===== config.mk =====
export PLATFORM = sky130hd
export DESIGN_NAME = vram_scanout_flat
export DESIGN_NICKNAME = d
export VERILOG_FILES = /design/src/rtl/vram_scanout_if.sv /design/src/rtl/vram_scanout.sv /design/src/flat_wrapper.sv
export SDC_FILE = /design/constraint.sdc
export NUM_CORES = 1
export LEC_CHECK = 0
export ABC_AREA = 1
export CAP_MARGIN = 20
export CORE_MARGIN = 3
export CORE_UTILIZATION = 40
export CTS_CLUSTER_DIAMETER = 120
export CTS_CLUSTER_SIZE = 24
export DETAILED_ROUTE_END_ITERATION = 6
export DONT_BUFFER_PORTS = 1
export GPL_TIMING_DRIVEN = 0
export PLACE_DENSITY = 0.58
export SYNTH_ARGS = -nofsm -noshare
export SYNTH_HDL_FRONTEND = slang
export SYNTH_SLANG_ARGS = --single-unit

===== constraint.sdc =====
create_clock -name clk_i -period 4.54 [get_ports clk_i]
set_clock_uncertainty 0.2 [all_clocks]
set_input_delay 0.908 -clock clk_i [delete_from_list [all_inputs] [get_ports clk_i]]
set_output_delay 0.908 -clock clk_i [all_outputs]
set_load 0.005 [all_outputs]

===== src/rtl/vram_scanout_if.sv =====
// -----------------------------------------------------------------------------
// vram_scanout_if
//
// Read port between the scanout engine and the VRAM framebuffer.
//
//   rd_address  scanout -> VRAM  cell address, registered by the scanout
//   rd_data     VRAM -> scanout  cell contents, valid one clock after the
//                                address changes
//
// Modports:
//   master  the scanout engine (drives the address, consumes the data)
//   slave   the VRAM (consumes the address, drives the data)
// -----------------------------------------------------------------------------
interface vram_scanout_if #(
  parameter int ADDR_WIDTH = 19,
  parameter int DATA_WIDTH = 1
) ();

  logic [ADDR_WIDTH-1:0] rd_address;
  logic [DATA_WIDTH-1:0] rd_data;

  modport master (
    output rd_address,
    input  rd_data
  );

  modport slave (
    input  rd_address,
    output rd_data
  );

endinterface : vram_scanout_if


===== src/rtl/vram_scanout.sv =====
// -----------------------------------------------------------------------------
// vram_scanout
//
// Scans the VRAM framebuffer one cell per screen pixel and produces 640x480
// VGA timing with 12-bit colour. A non-zero cell is shown as sand (F/C/4) and a
// zero cell as black. The block also tells the game controller when the beam
// is in vertical blanking, so that framebuffer rewrites can be kept out of the
// visible part of the frame.
//
// Ports:
//   clk_i          system clock
//   reset_i        asynchronous, active-low reset
//   vram           VRAM read port (master side): registered address out,
//                  data in one clock after the address
//   red_o          4-bit red   (registered)
//   green_o        4-bit green (registered)
//   blue_o         4-bit blue  (registered)
//   hsync_o        active-low horizontal sync (registered)
//   vsync_o        active-low vertical sync (registered)
//   vblank_o       high while the displayed line is below the active area
//   frame_start_o  one-clock pulse after the counters wrap back to (0,0)
//
// Timing model: a free-running phase counter divides the clock into pixel
// periods. The clock edge that ends a period (phase == TICKS_PER_PIXEL-1) is
// the pixel edge; it advances the (h,v) beam counters, moves the VRAM address
// to the new pixel and registers the outputs for the pixel that just ended.
// The displayed outputs therefore lag the beam counters by one pixel period.
// -----------------------------------------------------------------------------
module vram_scanout #(
  parameter int ACTIVE_COLUMNS  = 640,
  parameter int ACTIVE_ROWS     = 480,
  parameter int H_FRONT         = 16,
  parameter int H_SYNC          = 96,
  parameter int H_BACK          = 48,
  parameter int V_FRONT         = 10,
  parameter int V_SYNC          = 2,
  parameter int V_BACK          = 33,
  parameter int TICKS_PER_PIXEL = 4,
  parameter int ADDR_WIDTH      = $clog2(ACTIVE_COLUMNS * ACTIVE_ROWS),
  parameter int DATA_WIDTH      = 1
) (
  input  logic                  clk_i,
  input  logic                  reset_i,
  vram_scanout_if.master        vram,
  output logic [3:0]            red_o,
  output logic [3:0]            green_o,
  output logic [3:0]            blue_o,
  output logic                  hsync_o,
  output logic                  vsync_o,
  output logic                  vblank_o,
  output logic                  frame_start_o
);

  // ---------------------------------------------------------------------------
  // Derived geometry
  // ---------------------------------------------------------------------------
  localparam int H_TOTAL = ACTIVE_COLUMNS + H_FRONT + H_SYNC + H_BACK;
  localparam int V_TOTAL = ACTIVE_ROWS + V_FRONT + V_SYNC + V_BACK;

  // One extra value of headroom so that a sync window ending exactly at the
  // line/frame total still fits when the total is a power of two.
  localparam int H_WIDTH     = $clog2(H_TOTAL + 1);
  localparam int V_WIDTH     = $clog2(V_TOTAL + 1);
  localparam int PHASE_WIDTH = $clog2(TICKS_PER_PIXEL);

  localparam logic [PHASE_WIDTH-1:0] PHASE_LAST = PHASE_WIDTH'(TICKS_PER_PIXEL - 1);

  localparam logic [H_WIDTH-1:0] H_LAST       = H_WIDTH'(H_TOTAL - 1);
  localparam logic [H_WIDTH-1:0] H_ACTIVE_END = H_WIDTH'(ACTIVE_COLUMNS);
  localparam logic [H_WIDTH-1:0] H_SYNC_START = H_WIDTH'(ACTIVE_COLUMNS + H_FRONT);
  localparam logic [H_WIDTH-1:0] H_SYNC_END   = H_WIDTH'(ACTIVE_COLUMNS + H_FRONT + H_SYNC);

  localparam logic [V_WIDTH-1:0] V_LAST       = V_WIDTH'(V_TOTAL - 1);
  localparam logic [V_WIDTH-1:0] V_ACTIVE_END = V_WIDTH'(ACTIVE_ROWS);
  localparam logic [V_WIDTH-1:0] V_SYNC_START = V_WIDTH'(ACTIVE_ROWS + V_FRONT);
  localparam logic [V_WIDTH-1:0] V_SYNC_END   = V_WIDTH'(ACTIVE_ROWS + V_FRONT + V_SYNC);

  typedef struct packed {
    logic [3:0] red;
    logic [3:0] green;
    logic [3:0] blue;
  } colour_t;

  localparam colour_t SAND  = '{red: 4'hF, green: 4'hC, blue: 4'h4};
  localparam colour_t BLACK = '{red: 4'h0, green: 4'h0, blue: 4'h0};

  // ---------------------------------------------------------------------------
  // State
  // ---------------------------------------------------------------------------
  logic [PHASE_WIDTH-1:0] phase_q;
  logic [H_WIDTH-1:0]     h_q;
  logic [V_WIDTH-1:0]     v_q;
  logic [ADDR_WIDTH-1:0]  addr_q;

  // ---------------------------------------------------------------------------
  // Next-state and decode
  // ---------------------------------------------------------------------------
  logic               pixel_edge;
  logic               h_wrap;
  logic               v_wrap;
  logic               frame_wrap;
  logic [H_WIDTH-1:0] h_next;
  logic [V_WIDTH-1:0] v_next;
  logic               active_now;
  logic               active_next;
  logic               hsync_now;
  logic               vsync_now;
  logic               vblank_now;
  colour_t            pixel_colour;

  // NOTE: every signal gets a value on every path through always_comb; a path
  // that leaves one unassigned would make synthesis infer a latch.
  always_comb begin
    pixel_edge = (phase_q == PHASE_LAST);
    h_wrap     = (h_q == H_LAST);
    v_wrap     = (v_q == V_LAST);
    frame_wrap = pixel_edge && h_wrap && v_wrap;

    h_next = h_q + H_WIDTH'(1);
    v_next = v_q;
    if (h_wrap) begin
      h_next = '0;
      v_next = v_wrap ? '0 : v_q + V_WIDTH'(1);
    end

    active_now  = (h_q < H_ACTIVE_END) && (v_q < V_ACTIVE_END);
    active_next = (h_next < H_ACTIVE_END) && (v_next < V_ACTIVE_END);

    hsync_now  = !((h_q >= H_SYNC_START) && (h_q < H_SYNC_END));
    vsync_now  = !((v_q >= V_SYNC_START) && (v_q < V_SYNC_END));
    vblank_now = (v_q >= V_ACTIVE_END);

    // Data for the current pixel has been on the bus since one clock after the
    // address moved, so it is settled by the pixel edge that ends the period.
    pixel_colour = BLACK;
    if (active_now && (|vram.rd_data)) begin
      pixel_colour = SAND;
    end
  end

  // ---------------------------------------------------------------------------
  // Beam counters
  // ---------------------------------------------------------------------------
  // NOTE: registers are written with non-blocking assignments so every flop
  // samples the pre-edge values, independent of statement order.
  always_ff @(posedge clk_i or negedge reset_i) begin
    if (!reset_i) begin
      phase_q <= '0;
      h_q     <= '0;
      v_q     <= '0;
    end else begin
      phase_q <= pixel_edge ? '0 : phase_q + PHASE_WIDTH'(1);
      if (pixel_edge) begin
        h_q <= h_next;
        v_q <= v_next;
      end
    end
  end

  // ---------------------------------------------------------------------------
  // VRAM address
  //
  // Active cells are visited in raster order, so v*ACTIVE_COLUMNS+h is just a
  // running count of active pixels: step by one when the beam enters an active
  // pixel, hold through blanking, restart at the frame wrap. The count stops at
  // ACTIVE_COLUMNS*ACTIVE_ROWS-1 on the last visible pixel and holds there
  // through vertical blanking.
  // ---------------------------------------------------------------------------
  always_ff @(posedge clk_i or negedge reset_i) begin
    if (!reset_i) begin
      addr_q <= '0;
    end else if (frame_wrap) begin
      addr_q <= '0;
    end else if (pixel_edge && active_next) begin
      addr_q <= addr_q + ADDR_WIDTH'(1);
    end
  end

  assign vram.rd_address = addr_q;

  // ---------------------------------------------------------------------------
  // Video outputs: registered from the pixel that the edge is closing.
  // ---------------------------------------------------------------------------
  always_ff @(posedge clk_i or negedge reset_i) begin
    if (!reset_i) begin
      {red_o, green_o, blue_o} <= BLACK;
      hsync_o                  <= 1'b1;
      vsync_o                  <= 1'b1;
      vblank_o                 <= 1'b0;
    end else if (pixel_edge) begin
      {red_o, green_o, blue_o} <= pixel_colour;
      hsync_o                  <= hsync_now;
      vsync_o                  <= vsync_now;
      vblank_o                 <= vblank_now;
    end
  end

  // Pulse lasts exactly the clock after the frame-wrap edge. Reset clears it
  // and leaves the beam at (0,0) without a wrap, so a restart never pulses.
  always_ff @(posedge clk_i or negedge reset_i) begin
    if (!reset_i) begin
      frame_start_o <= 1'b0;
    end else begin
      frame_start_o <= frame_wrap;
    end
  end

endmodule : vram_scanout

===== src/flat_wrapper.sv =====
// flat-port wrapper written by rule: the top's interface ports become plain ports
module vram_scanout_flat 
#(
  parameter int ACTIVE_COLUMNS  = 640,
  parameter int ACTIVE_ROWS     = 480,
  parameter int H_FRONT         = 16,
  parameter int H_SYNC          = 96,
  parameter int H_BACK          = 48,
  parameter int V_FRONT         = 10,
  parameter int V_SYNC          = 2,
  parameter int V_BACK          = 33,
  parameter int TICKS_PER_PIXEL = 4,
  parameter int ADDR_WIDTH      = $clog2(ACTIVE_COLUMNS * ACTIVE_ROWS),
  parameter int DATA_WIDTH      = 1
)
  (clk_i, reset_i, red_o, green_o, blue_o, hsync_o, vsync_o, vblank_o, frame_start_o, vram_rd_address, vram_rd_data);
  vram_scanout_if #(.ADDR_WIDTH(ADDR_WIDTH), .DATA_WIDTH(DATA_WIDTH)) vram_i ();
  input  logic clk_i;
  input  logic reset_i;
  output logic [3:0] red_o;
  output logic [3:0] green_o;
  output logic [3:0] blue_o;
  output logic hsync_o;
  output logic vsync_o;
  output logic vblank_o;
  output logic frame_start_o;
  output wire logic [$bits(vram_i.rd_address)-1:0] vram_rd_address;
  input wire logic [$bits(vram_i.rd_data)-1:0] vram_rd_data;
  assign vram_rd_address = vram_i.rd_address;
  assign vram_i.rd_data = vram_rd_data;
  vram_scanout #(.ACTIVE_COLUMNS(ACTIVE_COLUMNS), .ACTIVE_ROWS(ACTIVE_ROWS), .H_FRONT(H_FRONT), .H_SYNC(H_SYNC), .H_BACK(H_BACK), .V_FRONT(V_FRONT), .V_SYNC(V_SYNC), .V_BACK(V_BACK), .TICKS_PER_PIXEL(TICKS_PER_PIXEL), .ADDR_WIDTH(ADDR_WIDTH), .DATA_WIDTH(DATA_WIDTH)) u_core (.clk_i(clk_i), .reset_i(reset_i), .vram(vram_i), .red_o(red_o), .green_o(green_o), .blue_o(blue_o), .hsync_o(hsync_o), .vsync_o(vsync_o), .vblank_o(vblank_o), .frame_start_o(frame_start_o));
endmodule

==> results.yml <==
synth:
  synth_most_common_cell: "nand2_1"
  ys.flop_type: "dfrtp_1"
  synth_area_um2: 3030
  synth_commonest_cells: "nand2_1 (105), dfrtp_1 (44), inv_1 (39), nand3_1 (38), nor2_1 (38)"
  synth_cells: 400
  ys_seq_area_share_pct: 38.0
  ys_warn_count: 0
  synth_cell_types: 37
  yosysTopAreaCell: "dfrtp_1"
  synth_top_cell_area_share_pct: 36.3
  synthTopCellsByArea: "dfrtp_1 (36%), nand2_1 (13%), nand3_1 (6.3%)"
  synth_edf_count: 0
  synth-seq-cells: 46
  async_flop_share_pct: 100
  avgSynthCellArea_um2: 7.58
sta:
  fin_crit_ns: 2.57
  fmax_ghz: 0.388
  rsz0062_at_grt: "false"
  finalMaxSlewViolations: 0
  setup_viol: 0
  setup_tns_ns: 0
  hold_violations: 0
  post-route-period-util_pct: 56.7
power:
  swShare_pct: 19.7
  power.share.clock_pct: 47.0
  comb_power_share_pct: 1.1
  p_sw_uw: 156
  cellPowerDensity_nw_per_um2: 240
  power_uw: 793
  p_seq_share_pct: 51.8
  cellLeakagePower_uw: 0.00149
  p_int_uw: 637
  peakVddDrop_v: 0.000112
global_route:
  grt_first_pass_wirelength_mm: 11.6
  grt_util_met3_pct: 3.22
  grtUsageTotal_pct: 16.5
  grt_remaining_overflow: 0
  first_global_vias: 2353
  busiest_layer: "met2"
  grt_max_degree: 47
  grt_util_met1_pct: 23.3
  use_met2_pct: 25.4
  antenna_found_initial: 0
place:
  hpwl_mm: 4.98
  io_buffer_count: 0
  place.gp.congestion: 0.867
detailed_routing:
  dr.pass1.iters: 4
  wl_per_cell_um: 13.2
  drt-initial-drc-count: 111
  remaining_drc_errors: 0
  final_antenna_net_count: 0
  vias: 2523
  via_per_inst: 4.94
  wirelength_mm: 6.74
clocking:
  ctsRootBufferMaster: "clkbuf_8"
  clockBufferDepth: 2
  h-tree-depth: 2
  post_cts_resized: 0
  cts_buffers: 5
  cts_tree: "done"
  clock-sinks: 46
  clk_latency_ns: 0.30
  clkTransAtPathRegs_ns: 0.10
  postCtsHoldBufs: 0
  postCtsSetupRepairBufs: 0
status:
  outcome: "finished clean"
floorplanning:
  die_area_um2: 8660
  ios: 38
  die_y_um: 93.1
  die_x_um: 93.1
  start_util_pct: 41.6
  core_um2: 7290
  num_rows: 31
setup_path:
  endpoint_kind: "flip-flop"
  cpMaxStageDelayCell: "clkinv_1"
  slowest_delay_ns: 0.38
  crit_arrival_ns: 2.58
  crit_chain: "ha_1 > clkbuf_1 > clkinv_1 > nor2_2 > inv_1 > nor2_4 > inv_1 > nand2_1 > inv_1 > nand2_1 > nand2_1"
  worst-path-max-fanout: 10
  path_class: "reg -> reg"
  cp-start-kind: "flip-flop"
  cp.required_ns: 4.55
finish:
  nNetsFinal: 420
  insertedDiodeCount: 0
  drive_gt1_share_pct: 14.3
  synthToLayoutAreaGrowth_pct: 9.12
flow_run:
  cap_viol_max_count: 0
hold_path:
  hold_path.class: "in -> async"
==> critical path: cells and delay by family, from the launching register on <==
kind | cells | cell delay [ns]
buf+inv | 5 | 1.04
simple gates | 5 | 0.73
flops | 1 | 0.36
fa+ha+maj | 1 | 0.14
==> path summary, 6_finish.rpt <==
check / from / to / slack, ns / depth (start not counted)
setup / recovery: u_core.phase_q[0] / u_core.vram.rd_address[14] / 1.97 / 11
hold / removal: reset_i / u_core.v_q[4] / 0.08 / 0
setup reg to reg: u_core.phase_q[0] / u_core.vram.rd_address[14] / 1.97 / 11
hold reg to reg: u_core.phase_q[0] / u_core.phase_q[0] / 0.23 / 1
max in group asynchronous: reset_i / u_core.hsync_o / 3.88 / 0
min in group clk_i: u_core.phase_q[0] / u_core.phase_q[0] / 0.23 / 1
==> power by group through the flow <==
stage / Combinational [uW] / Sequential (uW) / Clock (uW)
2_1_floorplan: 8.55 / 419 / 0
3_3_place_gp: 8.93 / 419 / 0
3_5_place_dp: 8.98 / 419 / 0
4_1_cts: 8.98 / 411 / 385
5_1_grt: 9.70 / 411 / 398
6_report: 9.09 / 411 / 373
==> registers in the layout (all words and copies together) (netlist names) <==
name / flops
u_core.vblank_o: 1
u_core.hsync_o: 1
u_core.red_o: 1
u_core.v_q: 10
u_core.vram.rd_address: 19
u_core.frame_start_o: 1
u_core.vsync_o: 1
u_core.phase_q: 2
u_core.h_q: 10
==> cell families after synthesis <==
logic type	after synthesis	synth area share (%)
AND/OR/NAND/NOR	237	39.0
buffers and inverters	62	10.1
flip-flops	46	38.0
AO/OA/AOI/OAI	32	5.61
XOR/XNOR	16	4.62
adder cells (fa/ha/maj)	6	2.48
other	1	0.124
==> per-stage QoR <==
step	cells	hold slack, ns	setup WS [ns]	instance area, um^2	utilization [%]
final	511	0.0835	1.97	3310	45.4
after global routing	511	0.0643	1.68	3310	45.4
after global placement	503	0.212	1.99	3170	43.5
after detailed placement	503	0.228	1.97	3170	43.5
after CTS	511	0.0734	1.95	3310	45.4
after floorplan	404	0.203	2.48	3050	-
==> cell usage in the layout, fill, tap and decap left out, drive strengths merged <==
master  netlist  layout
xnor2         6       6
bufinv        0       2
buf          16      16
nor4          3       3
a31oi         2       2
nor3         12      12
nand4        12      12
a41oi         1       1
xor2         10      10
nand3b        1       1
conb          1       5
or2           1       1
dfstp         2       2
clkinv        1       2
nand2       109     109
dfrtp        44      44
nand3        52      52
ha            6       6
nor2         47      47
a21oi        11      11
inv          42      42
clkbuf        3       8
o21ai        18      18
==> cell type report <==
class                           count  area [um^2]
Clock buffer                        5         68.8
Clock inverter                      3         68.8
Fill cell                         772         3980
Inverter                           43          164
Tap cell                           99          124
Sequential cell                    46         1150
Buffer                             19          143
Multi-Input combinational cell    296         1590
==> metal layers <==
metal / up-vias / part of all wire [%]
met2: 47 / 44
met3: 7 / 4.8
met1: 1168 / 49
met4: 0 / 1.6
met5: - / 0
li1: 1301 / -
Note: power is estimated with default switching activity, not from simulation.
